## src/rtl/response_router_pkg.sv

```systemverilog
// Shared definitions for the response router: PSL response codes, the sticky
// error vector layout, and the code-to-error classifier.
package response_router_pkg;

  localparam int unsigned CODE_W = 8;
  localparam int unsigned ERR_W  = 10;

  // PSL response codes
  localparam logic [CODE_W-1:0] RC_DONE    = 8'h00;
  localparam logic [CODE_W-1:0] RC_AERROR  = 8'h01;
  localparam logic [CODE_W-1:0] RC_DERROR  = 8'h03;
  localparam logic [CODE_W-1:0] RC_FLUSHED = 8'h06;
  localparam logic [CODE_W-1:0] RC_FAULT   = 8'h07;
  localparam logic [CODE_W-1:0] RC_FAILED  = 8'h08;
  localparam logic [CODE_W-1:0] RC_PAGED   = 8'h0A;

  // Sticky error vector bit positions
  localparam int unsigned ERR_PARITY     = 0;
  localparam int unsigned ERR_RANGE      = 1;
  localparam int unsigned ERR_CREDIT_OVF = 2;
  localparam int unsigned ERR_CREDIT_UDF = 3;
  localparam int unsigned ERR_AERROR     = 4;
  localparam int unsigned ERR_DERROR     = 5;
  localparam int unsigned ERR_FAULT      = 6;
  localparam int unsigned ERR_FAILED     = 7;
  localparam int unsigned ERR_PAGED      = 8;
  localparam int unsigned ERR_FLUSHED    = 9;

  // Map a response code onto its error bit; DONE and unknown codes map to none.
  function automatic logic [ERR_W-1:0] code_to_err(input logic [CODE_W-1:0] code);
    logic [ERR_W-1:0] err;
    err = '0;
    case (code)
      RC_AERROR:  err[ERR_AERROR]  = 1'b1;
      RC_DERROR:  err[ERR_DERROR]  = 1'b1;
      RC_FAULT:   err[ERR_FAULT]   = 1'b1;
      RC_FAILED:  err[ERR_FAILED]  = 1'b1;
      RC_PAGED:   err[ERR_PAGED]   = 1'b1;
      RC_FLUSHED: err[ERR_FLUSHED] = 1'b1;
      default:    err = '0;
    endcase
    return err;
  endfunction

endpackage

```

## src/rtl/parity.sv

```systemverilog
// Parity generator.
//   i_data     : data word
//   i_odd      : 1 = odd parity, 0 = even parity
//   o_parity_c : parity bit that makes data+parity match the selected sense
module parity #(
  parameter int unsigned BITS = 8
) (
  input  logic [BITS-1:0] i_data,
  input  logic            i_odd,
  output logic            o_parity_c
);

  assign o_parity_c = (^i_data) ^ i_odd;

endmodule

```

## src/rtl/response_credit_counter.sv

```systemverilog
// Saturating command-credit counter.
//   clock, rstn      : clock, async active-low reset
//   i_en             : update enable (counter holds when low)
//   i_init_valid     : load i_init (clamped to MAX_CREDITS), overrides all else
//   i_init           : initial credit value
//   i_consume        : one command issued this cycle
//   i_return_valid   : i_return is a valid signed credit return
//   i_return         : signed credit return
//   o_credits        : current credits (registered)
//   o_overflow_c     : sum exceeded MAX_CREDITS this cycle
//   o_underflow_c    : sum went negative, or consume while empty, this cycle
module response_credit_counter #(
  parameter int unsigned CREDIT_WIDTH = 9,
  parameter int unsigned MAX_CREDITS  = 64
) (
  input  logic                          clock,
  input  logic                          rstn,
  input  logic                          i_en,
  input  logic                          i_init_valid,
  input  logic [$clog2(MAX_CREDITS):0]  i_init,
  input  logic                          i_consume,
  input  logic                          i_return_valid,
  input  logic [CREDIT_WIDTH-1:0]       i_return,
  output logic [$clog2(MAX_CREDITS):0]  o_credits,
  output logic                          o_overflow_c,
  output logic                          o_underflow_c
);

  localparam int unsigned CW = $clog2(MAX_CREDITS) + 1;
  // Two guard bits so the single-adder sum never wraps before saturation.
  localparam int unsigned SW = ((CW > CREDIT_WIDTH) ? CW : CREDIT_WIDTH) + 2;

  logic [CW-1:0]        r_credits;
  logic [CW-1:0]        w_next;
  logic signed [SW-1:0] w_cur;
  logic signed [SW-1:0] w_cons;
  logic signed [SW-1:0] w_ret;
  logic signed [SW-1:0] w_max;
  logic signed [SW-1:0] w_sum;

  // Next-credit computation with saturation flags
  always_comb begin
    w_next        = r_credits;
    o_overflow_c  = 1'b0;
    o_underflow_c = 1'b0;
    w_cur  = $signed({{(SW-CW){1'b0}}, r_credits});
    w_cons = $signed({{(SW-1){1'b0}}, i_consume});
    w_ret  = i_return_valid ? $signed({{(SW-CREDIT_WIDTH){i_return[CREDIT_WIDTH-1]}}, i_return})
                            : '0;
    w_max  = $signed(SW'(MAX_CREDITS));
    w_sum  = w_cur - w_cons + w_ret;
    if (i_en) begin
      if (i_init_valid) begin
        w_next = (i_init > CW'(MAX_CREDITS)) ? CW'(MAX_CREDITS) : i_init;
      end else begin
        if (w_sum > w_max) begin
          w_next       = CW'(MAX_CREDITS);
          o_overflow_c = 1'b1;
        end else if (w_sum[SW-1]) begin
          w_next        = '0;
          o_underflow_c = 1'b1;
        end else begin
          w_next = w_sum[CW-1:0];
        end
        // Issuing with no credit left is an underflow even if a return nets it out.
        if (i_consume && (r_credits == '0)) o_underflow_c = 1'b1;
      end
    end
  end

  always_ff @(posedge clock or negedge rstn) begin
    if (!rstn) r_credits <= '0;
    else       r_credits <= w_next;
  end

  assign o_credits = r_credits;

endmodule

```

## src/rtl/response_router.sv

```systemverilog
// PSL response router: joins each response with the tag-buffer channel index,
// routes a one-hot strobe to NUM_CHANNELS consumers (2-cycle latency), tracks
// command credits, checks tag parity and keeps a sticky error vector.
// Optional per-channel response counters: define RESPONSE_ROUTER_COUNTERS_EN.
//   clock, rstn              : clock, async active-low reset
//   enabled_in               : block enable (registered internally)
//   response_*_in            : PSL response strobe, tag, tag parity, code, credits
//   tag_channel_in           : channel for the tag currently in stage 0
//   credit_init_valid_in/_in : credit counter load
//   credit_consume_in        : one command issued this cycle
//   error_clear_in           : clear sticky errors
//   channel_valid_out        : one-hot routed strobe
//   response_tag/code_out    : routed tag and code
//   credits_available_out    : current credits
//   response_count_out       : per-channel counts, channel 0 in the LSBs
//   error_out                : sticky error vector
module response_router
  import response_router_pkg::*;
#(
  parameter int unsigned NUM_CHANNELS = 4,
  parameter int unsigned TAG_WIDTH    = 8,
  parameter int unsigned CREDIT_WIDTH = 9,
  parameter int unsigned MAX_CREDITS  = 64,
  parameter int unsigned CNT_WIDTH    = 32
) (
  input  logic                            clock,
  input  logic                            rstn,
  input  logic                            enabled_in,
  input  logic                            response_valid_in,
  input  logic [TAG_WIDTH-1:0]            response_tag_in,
  input  logic                            response_tag_parity_in,
  input  logic [7:0]                      response_code_in,
  input  logic [CREDIT_WIDTH-1:0]         response_credits_in,
  input  logic [$clog2(NUM_CHANNELS):0]   tag_channel_in,
  input  logic                            credit_init_valid_in,
  input  logic [$clog2(MAX_CREDITS):0]    credit_init_in,
  input  logic                            credit_consume_in,
  input  logic                            error_clear_in,
  output logic [NUM_CHANNELS-1:0]         channel_valid_out,
  output logic [TAG_WIDTH-1:0]            response_tag_out,
  output logic [7:0]                      response_code_out,
  output logic [$clog2(MAX_CREDITS):0]    credits_available_out,
  output logic [NUM_CHANNELS*CNT_WIDTH-1:0] response_count_out,
  output logic [9:0]                      error_out
);

  localparam int unsigned CHW = $clog2(NUM_CHANNELS) + 1;

  logic                    r_enabled;
  logic                    r_parity_ref;
  logic                    r_s0_valid;
  logic [TAG_WIDTH-1:0]    r_s0_tag;
  logic                    r_s0_parity;
  logic [CODE_W-1:0]       r_s0_code;
  logic [CREDIT_WIDTH-1:0] r_s0_credits;
  logic [NUM_CHANNELS-1:0] r_s2_valid;
  logic [TAG_WIDTH-1:0]    r_s2_tag;
  logic [CODE_W-1:0]       r_s2_code;
  logic [ERR_W-1:0]        r_err;

  logic                    w_calc_parity;
  logic                    w_parity_err;
  logic                    w_range_err;
  logic [NUM_CHANNELS-1:0] w_onehot;
  logic [ERR_W-1:0]        w_code_err;
  logic [ERR_W-1:0]        w_new_err;
  logic                    w_credit_ovf;
  logic                    w_credit_udf;

  // Enable register and stage 0 capture
  always_ff @(posedge clock or negedge rstn) begin
    if (!rstn) begin
      r_enabled    <= 1'b0;
      r_parity_ref <= 1'b1;
      r_s0_valid   <= 1'b0;
      r_s0_tag     <= '0;
      r_s0_parity  <= 1'b0;
      r_s0_code    <= '0;
      r_s0_credits <= '0;
    end else begin
      r_enabled <= enabled_in;
      if (r_enabled && response_valid_in) begin
        r_s0_valid   <= 1'b1;
        r_s0_tag     <= response_tag_in;
        r_s0_parity  <= response_tag_parity_in;
        r_s0_code    <= response_code_in;
        r_s0_credits <= response_credits_in;
      end else begin
        r_s0_valid   <= 1'b0;
        r_s0_tag     <= '0;
        r_s0_parity  <= 1'b0;
        r_s0_code    <= '0;
        r_s0_credits <= '0;
      end
    end
  end

  parity #(.BITS(TAG_WIDTH)) u_tag_parity (
    .i_data     (r_s0_tag),
    .i_odd      (r_parity_ref),
    .o_parity_c (w_calc_parity)
  );

  // Stage 1: channel decode, parity check, code classification
  always_comb begin
    w_onehot     = '0;
    w_range_err  = 1'b0;
    w_parity_err = 1'b0;
    w_code_err   = '0;
    if (r_s0_valid) begin
      w_parity_err = (w_calc_parity != r_s0_parity);
      w_code_err   = code_to_err(r_s0_code);
      if (tag_channel_in >= CHW'(NUM_CHANNELS)) begin
        w_range_err = 1'b1;
      end else begin
        for (int unsigned i = 0; i < NUM_CHANNELS; i++) begin
          w_onehot[i] = (tag_channel_in == CHW'(i));
        end
      end
    end
  end

  response_credit_counter #(
    .CREDIT_WIDTH (CREDIT_WIDTH),
    .MAX_CREDITS  (MAX_CREDITS)
  ) u_credits (
    .clock          (clock),
    .rstn           (rstn),
    .i_en           (r_enabled),
    .i_init_valid   (credit_init_valid_in),
    .i_init         (credit_init_in),
    .i_consume      (credit_consume_in),
    .i_return_valid (r_s0_valid),
    .i_return       (r_s0_credits),
    .o_credits      (credits_available_out),
    .o_overflow_c   (w_credit_ovf),
    .o_underflow_c  (w_credit_udf)
  );

  // Collect this cycle's newly detected errors
  always_comb begin
    w_new_err                 = w_code_err;
    w_new_err[ERR_PARITY]     = w_parity_err;
    w_new_err[ERR_RANGE]      = w_range_err;
    w_new_err[ERR_CREDIT_OVF] = w_credit_ovf;
    w_new_err[ERR_CREDIT_UDF] = w_credit_udf;
  end

  // Stage 2 output register and sticky errors (new error beats clear)
  always_ff @(posedge clock or negedge rstn) begin
    if (!rstn) begin
      r_s2_valid <= '0;
      r_s2_tag   <= '0;
      r_s2_code  <= '0;
      r_err      <= '0;
    end else begin
      r_err <= (error_clear_in ? '0 : r_err) | w_new_err;
      if (r_enabled) begin
        r_s2_valid <= w_onehot;
        r_s2_tag   <= r_s0_tag;
        r_s2_code  <= r_s0_code;
      end else begin
        r_s2_valid <= '0;
        r_s2_tag   <= '0;
        r_s2_code  <= '0;
      end
    end
  end

  assign channel_valid_out = r_s2_valid;
  assign response_tag_out  = r_s2_tag;
  assign response_code_out = r_s2_code;
  assign error_out         = r_err;

`ifdef RESPONSE_ROUTER_COUNTERS_EN
  logic [CNT_WIDTH-1:0] r_cnt [NUM_CHANNELS];

  // Counts advance on the same edge that loads the strobe into stage 2.
  always_ff @(posedge clock or negedge rstn) begin
    if (!rstn) begin
      for (int unsigned i = 0; i < NUM_CHANNELS; i++) r_cnt[i] <= '0;
    end else if (r_enabled) begin
      for (int unsigned i = 0; i < NUM_CHANNELS; i++) begin
        if (w_onehot[i]) r_cnt[i] <= r_cnt[i] + CNT_WIDTH'(1);
      end
    end
  end

  always_comb begin
    response_count_out = '0;
    for (int unsigned i = 0; i < NUM_CHANNELS; i++) begin
      response_count_out[i*CNT_WIDTH +: CNT_WIDTH] = r_cnt[i];
    end
  end
`else
  assign response_count_out = '0;
`endif

endmodule

```

## config.mk

```make
export PLATFORM = sky130hd
export DESIGN_NAME = response_router
export DESIGN_NICKNAME = d
export VERILOG_FILES = /design/src/rtl/response_router_pkg.sv /design/src/rtl/parity.sv /design/src/rtl/response_credit_counter.sv /design/src/rtl/response_router.sv
export SDC_FILE = /design/constraint.sdc
export NUM_CORES = 1
export LEC_CHECK = 0
export BUFFER_PORTS_ARGS = -buffer_cell sky130_fd_sc_hd__buf_2
export CORE_MARGIN = 1.5
export CORE_UTILIZATION = 50
export DETAILED_ROUTE_END_ITERATION = 8
export PLACE_DENSITY = 0.95
export SLEW_MARGIN = 20
export SYNTH_ARGS = -nofsm -noshare
export SYNTH_HDL_FRONTEND = slang
export SYNTH_HIERARCHICAL = 1
export SYNTH_SLANG_ARGS = --single-unit
```

## constraint.sdc

```tcl
create_clock -name clock -period 6.2 [get_ports clock]
set_input_delay 0.93 -clock clock [delete_from_list [all_inputs] [get_ports clock]]
set_output_delay 0.93 -clock clock [all_outputs]
set_load 0.02 [all_outputs]
```

# --- Word level (Yosys, flattened, before mapping) ---
# Index checks and enable logic that the tools add are counted.
totals:
  input_bits: 43
  output_inout_bits: 165
  ff_bits: 65
  word_cells: 67
op_classes:
  order_cmp: 3
  addsub: 2
  n_reduce_logical: 5
  n_mux: 34
  bitwise: 2
  eq_ne: 10
ops:
  columns: ["op", "n"]
  rows:
  - ["8-bit 2-to-1 mux", 4]
  - ["7-bit 2-to-1 mux", 4]
  - ["10-bit 2-to-1 mux", 2]
  - ["1-bit 2-to-1 mux", 19]
  - ["8-bit by 3-bit equality test with 1-bit output, second input constant", 2]
  - ["8-bit by 4-bit equality test with 1-bit output, second input constant", 2]
  - ["4-bit 2-to-1 mux", 3]
  - ["11-bit adder", 1]
  - ["11-bit by 8-bit greater-than comparator with 1-bit output, second input constant", 1]
  - ["11-bit 2-to-1 mux", 1]
  - ["10-bit OR", 1]
  - ["9-bit 2-to-1 mux", 1]
  - ["8-bit by 1-bit equality test with 1-bit output, second input constant", 1]
  - ["8-bit by 2-bit equality test with 1-bit output, second input constant", 1]
  - ["8-bit XOR reduction", 1]
  - ["7-bit by 1-bit subtractor with 8-bit output", 1]
  - ["7-bit greater-than comparator, second input constant", 1]
  - ["7-bit zero test", 1]
  - ["3-bit by 2-bit equality test with 1-bit output, second input constant", 2]
  - ["3-bit by 1-bit equality test with 1-bit output, second input constant", 1]
  - ["3-bit greater-or-equal comparator, second input constant", 1]
  - ["3-bit zero test", 1]
  - ["1-bit logical AND", 2]
  - ["1-bit != test", 1]
  - ["1-bit bitwise XOR", 1]

# --- Longest topological paths before layout ---
depth:
  ltp_word: 8
  mapped_depth: 18
  ltp_nobuf: 17

# --- Modules after synthesis ---
# Netlist, hierarchy kept.
modules_own_cells:
  columns: ["mod", "cells_per_inst", "seq_area_each_um2", "area_per_inst_um2", "n_inst"]
  rows:
  - ["response_router", 267, 1451.4, 2946.6, 1]
  - ["response_credit_counter", 132, 175.2, 1042.2, 1]
  - ["parity", 7, 0.0, 82.6, 1]

# --- Least setup slack after synthesis ---
# Ideal clock, no wire load.
synth_timing:
  path_kind: "in2reg"
  startpoint: "in credit_consume_in"
  endpoint: "reg r_err[2], in the netlist error_out[2]"
  required_ns: 6.082
  setup_time_ns: 0.118
  cell_stages: 16
  arrival_ns: 3.756
  n_path_buf: 0
  slack_ns: 2.326
  cell_sequence: "ha_1 ha_1 inv_1 or3_1 xnor2_1 ha_1 nand2_1 o31ai_2 nand4_1 a31oi_2 nand3_1 ha_1 inv_1 a41oi_2 and3_1 a21o_1"
synth_between:
  elab_chain_len: 7
synth_rtl:
  columns: ["element", "line", "source"]
  rows:
  - ["from (decl)", "response_router.sv:37", "input logic credit_consume_in,"]
  - ["7-bit by 1-bit subtractor with 8-bit output", "response_credit_counter.sv:51", "w_sum = w_cur - w_cons + w_ret;"]
  - ["11-bit adder", "response_credit_counter.sv:51", null]
  - ["11-bit by 8-bit greater-than comparator with 1-bit output", "response_credit_counter.sv:56", "if (w_sum > w_max) begin"]
  - ["1-bit 2-to-1 mux", "response_credit_counter.sv:56", null]
  - ["1-bit 2-to-1 mux", "response_credit_counter.sv:53", "if (i_init_valid) begin"]
  - ["1-bit 2-to-1 mux", "response_credit_counter.sv:52", "if (i_en) begin"]
  - ["via w_credit_ovf", "response_router.sv:67", "logic w_credit_ovf;"]
  - ["10-bit OR", "response_router.sv:157", "r_err <= (error_clear_in ? '0 : r_err) | w_new_err;"]
  - ["to (signal assigned)", "response_router.sv:157", null]
  - ["to (decl)", "response_router.sv:59", "logic [ERR_W-1:0] r_err;"]
# The timed path passes the listed nets, and every way through them passes these cells.
# A chain may end at the register's enable or synchronous reset.

# --- Worst setup path after layout ---
# Same ends and word-level chain as after synthesis.

==> results list <==
- In this run the deepest clock path goes through 2 buffers.
- Post-CTS sizing: 0
* Area growth from synthesis to final layout: 5.655%
- The floorplan has 32 rows.
- For this block, the routed nets add up to 7.363 mm of wire.
* Critical-path top delay cell: sky130_fd_sc_hd__or3_1
- Register area share after synthesis: about two fifths
- Share of the clock period used by the worst path after layout: 64.19%
- Leak: 2.448 nW
- STA classifies the critical path startpoint as an input pin.
- Power spread over the standard cell area amounts to around 300 nW/µm².
- In this run the remaining antenna-violating nets after routing total 0.
- Max Freq: approximately 250 MHz
- Grouping stages by cell kind, the critical path spends the most delay in adder cells.
* Layout Utilization: 55.10%
- Leading cell types by total area after synthesis: sky130_fd_sc_hd__dfrtp_1 (40%), sky130_fd_sc_hd__buf_4 (24%), sky130_fd_sc_hd__and2_1 (4.1%), sky130_fd_sc_hd__and3_1 (4.1%), sky130_fd_sc_hd__ha_1 (4.0%)
- First-pass GRT wire length: around 11 mm
* Data arrival time of the critical path: 4.25 ns
- Average wire per standard cell: between 10 and 15 µm
- Min Tclk post-route: a little under 4 ns
- The number of antenna diodes in the final layout is 0.
- Internal portion of total power: about 800 µW
* Combinational share of power: 32.0%
- Reported net switching power: around 460 µW
- In this run, synthesis produced a sequential element count of 65.
- Unrepaired setup endpoints after global routing: no
- The worst hold path belongs to the class register to register.
- Total setup buffers inserted after CTS: 0
- Summing over every cut layer, the via total after detailed routing is about 2,700.
* Share of post-route cells with drive strength above 1: about a fifth
- On the worst path, the slowest cell contributes a delay of roughly 0.38 ns.
* Final setup vio count: 0
- Width of the chip: slightly above 90 µm
- The number of buffers and inverters on the critical path is 3.
- NumNets Final: 545
* Fraction of post-synthesis cell area in the top cell type by area: 39.95%
* Routed vias/inst: approximately 4.6
- Library cell with the highest instance count after synthesis: sky130_fd_sc_hd__buf_4
- Worst Clk Skew: roughly 0.0076 ns
- In this run the tightest slew margin relative to its limit is about 48%.
- Area of the mapped netlist: 4071 µm²
* Number of clock buffers inserted by TritonCTS: 9
- Mapped Cells: slightly above 400
* Port buffer count: 79
* Top-level I/O count: between 200 and 250
- In this design, the critical path's most frequently occurring cell is sky130_fd_sc_hd__ha_1.
* Peak supply drop: ~0.13 mV
- Vias in the first global route: 2,398
- For this run the aggregate overflow at the end of global routing stands at 0.
* Count of unresolved DRC violations after routing: 0
- Critical path capture point type: register
* Critical path start-end classification: input pin to register
- Die Y-Extent: 93.24 µm
* Warning count from the yosys run: 8
- Maximum number of pins on one net before global-route repair: between 60 and 70
- The number of different library cells used by synthesis comes to 50.
- After floorplanning, the core was sized to cover a little under 8000 µm².
- Clock transition at path regs: ~0.070 ns
* Clock tree root buffer cell: sky130_fd_sc_hd__clkbuf_8
- Top cells by instance count after synthesis: sky130_fd_sc_hd__buf_4 (128), sky130_fd_sc_hd__dfrtp_1 (65), sky130_fd_sc_hd__and2_1 (27), sky130_fd_sc_hd__and3_1 (27), sky130_fd_sc_hd__inv_1 (19)
- The tool flagged a number of max-cap violations equal to 0.
* Switching fraction of total power: 36.21%
- The detailed router finished its first iteration with around 130 violations.
* # H-tree levels: 3
- Cells along the critical path: buf_2 -> ha_1 -> ha_1 -> inv_1 -> or3_1 -> xnor2_1 -> ha_1 -> nand2_1 -> o31ai_2 -> nand4_1 -> a31oi_2 -> nand3_1 -> ha_1 -> inv_1 -> a41oi_2 -> and3_1 -> a21o_1
* Biggest area consumer among synthesized cells: sky130_fd_sc_hd__dfrtp_1
* CTS tree: done
- The clock reaches the later pin of the worst-skew pair after 0.33 ns.
* Sequential share of power: between 30% and 40%
* Outcome: finished, final reports clean
- Worst Path Max Fanout: 5
- Counting every sink on the clock net gives between 60 and 70.
- The die covers roughly 8700 µm².
- After clock tree synthesis, the flow added hold-fix buffers numbering 0.
* Post-synthesis async set-or-reset flop share: 100.0%
* Part of the power in the clock network: just over 30%
- Number of max-slew violations in the final report: 0
* Half-perimeter wire length of the detailed placement result: 5.682 mm
* First drt pass iteration count: 4
- EDFF count, synth: 0
* Total global-route track usage: between 10% and 20%
- Placer congestion estimate: between 0.8 and 0.9
- The layout has around 660 filler cells.
- The total count of hold-check failures in the final report came to 0.
* Post-route setup TNS: 0 ns
- Dividing the synthesized area by the synthesized cell count gives roughly 10 µm².
- In the final layout, flip-flops and latches occupy 1627 µm².
- Area taken by multi-input logic gates: between 1500 and 2000 µm²
* Critical path required time: 6.47 ns
- For the pin with the worst max-slew slack, the measured transition is ~0.77 ns.
- For this run, the leading register cell type out of synthesis is sky130_fd_sc_hd__dfrtp_1.
- Starting utilization of the core area: a little over half
- The number of antenna violations at the first check in global routing was 0.
-- state kept, by name, indices dropped and copies added (netlist names) --
register	count
r_s0_parity	1
response_code_out	8
r_s0_code	8
r_enabled	1
r_s0_valid	1
response_tag_out	8
u_credits/o_credits	7
r_s0_tag	8
r_s0_credits	9
channel_valid_out	4
error_out	10
-- final timing paths --
| kind | from | to | slack [ns] | depth (start not counted) |
|---|---|---|---|---|
| max | credit_consume_in | error_out[2] | 2.22 | 17 |
| min | error_out[4] | error_out[4] | 0.48 | 2 |
| max reg2reg | u_credits/o_credits[0] | error_out[2] | 2.38 | 17 |
| min reg2reg | error_out[4] | error_out[4] | 0.48 | 2 |
| max in group asynchronous | rstn | r_s0_credits[6] | 4.94 | 2 |
| min in group asynchronous | rstn | response_tag_out[0] | 0.74 | 2 |
-- worst min-delay path, delay by kind of cell, from the launching register on --
kind	cells	cell delay, ns
AOI/OAI and AO/OA	1	0.05
and+or+nand+nor	1	0.06
DFF	1	0.34
-- layout by cell type (no fill, tap or decap), types with 4 or more instances in the layout --
| master | instances |
|---|---|
| sky130_fd_sc_hd__conb_1 | 129 |
| sky130_fd_sc_hd__a31oi_1 | 5 |
| sky130_fd_sc_hd__inv_1 | 19 |
| sky130_fd_sc_hd__xnor2_1 | 6 |
| sky130_fd_sc_hd__dfrtp_1 | 65 |
| sky130_fd_sc_hd__clkbuf_8 | 9 |
| sky130_fd_sc_hd__a21oi_1 | 7 |
| sky130_fd_sc_hd__xor2_1 | 12 |
| sky130_fd_sc_hd__o31ai_1 | 6 |
| sky130_fd_sc_hd__o32ai_1 | 4 |
| sky130_fd_sc_hd__nor2_1 | 11 |
| sky130_fd_sc_hd__nand2b_1 | 7 |
| sky130_fd_sc_hd__nand2_1 | 9 |
| sky130_fd_sc_hd__ha_1 | 13 |
| sky130_fd_sc_hd__and3_1 | 27 |
| sky130_fd_sc_hd__buf_2 | 79 |
| sky130_fd_sc_hd__and2_1 | 27 |
-- metal layers --
layer / global-route usage, % / share of wire, % / up-vias
li1: - / - / 1265
met1: 19.23 / 36 / 1303
met2: 29.53 / 53 / 156
met3: 3.333 / 8.3 / 11
met4: 7.702 / 1.9 / 0
met5: 0 / 0 / -
-- logic make-up after synthesis --
group	after synthesis	share of synthesized area, %
xor gates and xnor gates	20	4.825
buffers and inverters	157	26.46
AOI/OAI and AO/OA	44	8.758
other	1	0.09211
DFF	65	39.95
adders and majority gates	14	4.487
and+or+nand+nor	105	15.43
-- per-stage QoR --
| step | instance area [µm²] | std cells | setup WS (ns) | hold WS (ns) | total power, mW |
|---|---|---|---|---|---|
| 2_1_floorplan | 4552 | 534 | 2.326 | 0.4595 | 0.8499 |
| 3_5_place_dp | 4084 | 579 | 1.936 | 0.4750 | 0.8874 |
| 6_report | 4302 | 595 | 2.220 | 0.4821 | 1.276 |
| 3_3_place_gp | 4084 | 579 | 2.045 | 0.4572 | 0.8791 |
| 4_1_cts | 4302 | 595 | 2.274 | 0.4882 | 1.279 |
| 5_1_grt | 4302 | 595 | 1.981 | 0.5105 | 1.346 |
-- cell type report --
cell class / instances / area share [%]
timing repair buffer: 81 / 9.540
clock inverter: 6 / 2.094
multi-input combinational: 312 / 42.96
tap: 102 / 2.967
inverter: 19 / 1.658
sequential: 65 / 37.81
clock buffer: 10 / 2.967
-- power by group through the flow --
stage / registers [mW] / clock network (mW) / logic [mW]
detailed placement: 0.488 / 0 / 0.400
global placement: 0.485 / 0 / 0.394
finish: 0.479 / 0.388 / 0.409
global route: 0.482 / 0.415 / 0.449
floorplan: 0.510 / 0 / 0.340
CTS: 0.479 / 0.397 / 0.402
(Power assumes the default switching activity.)
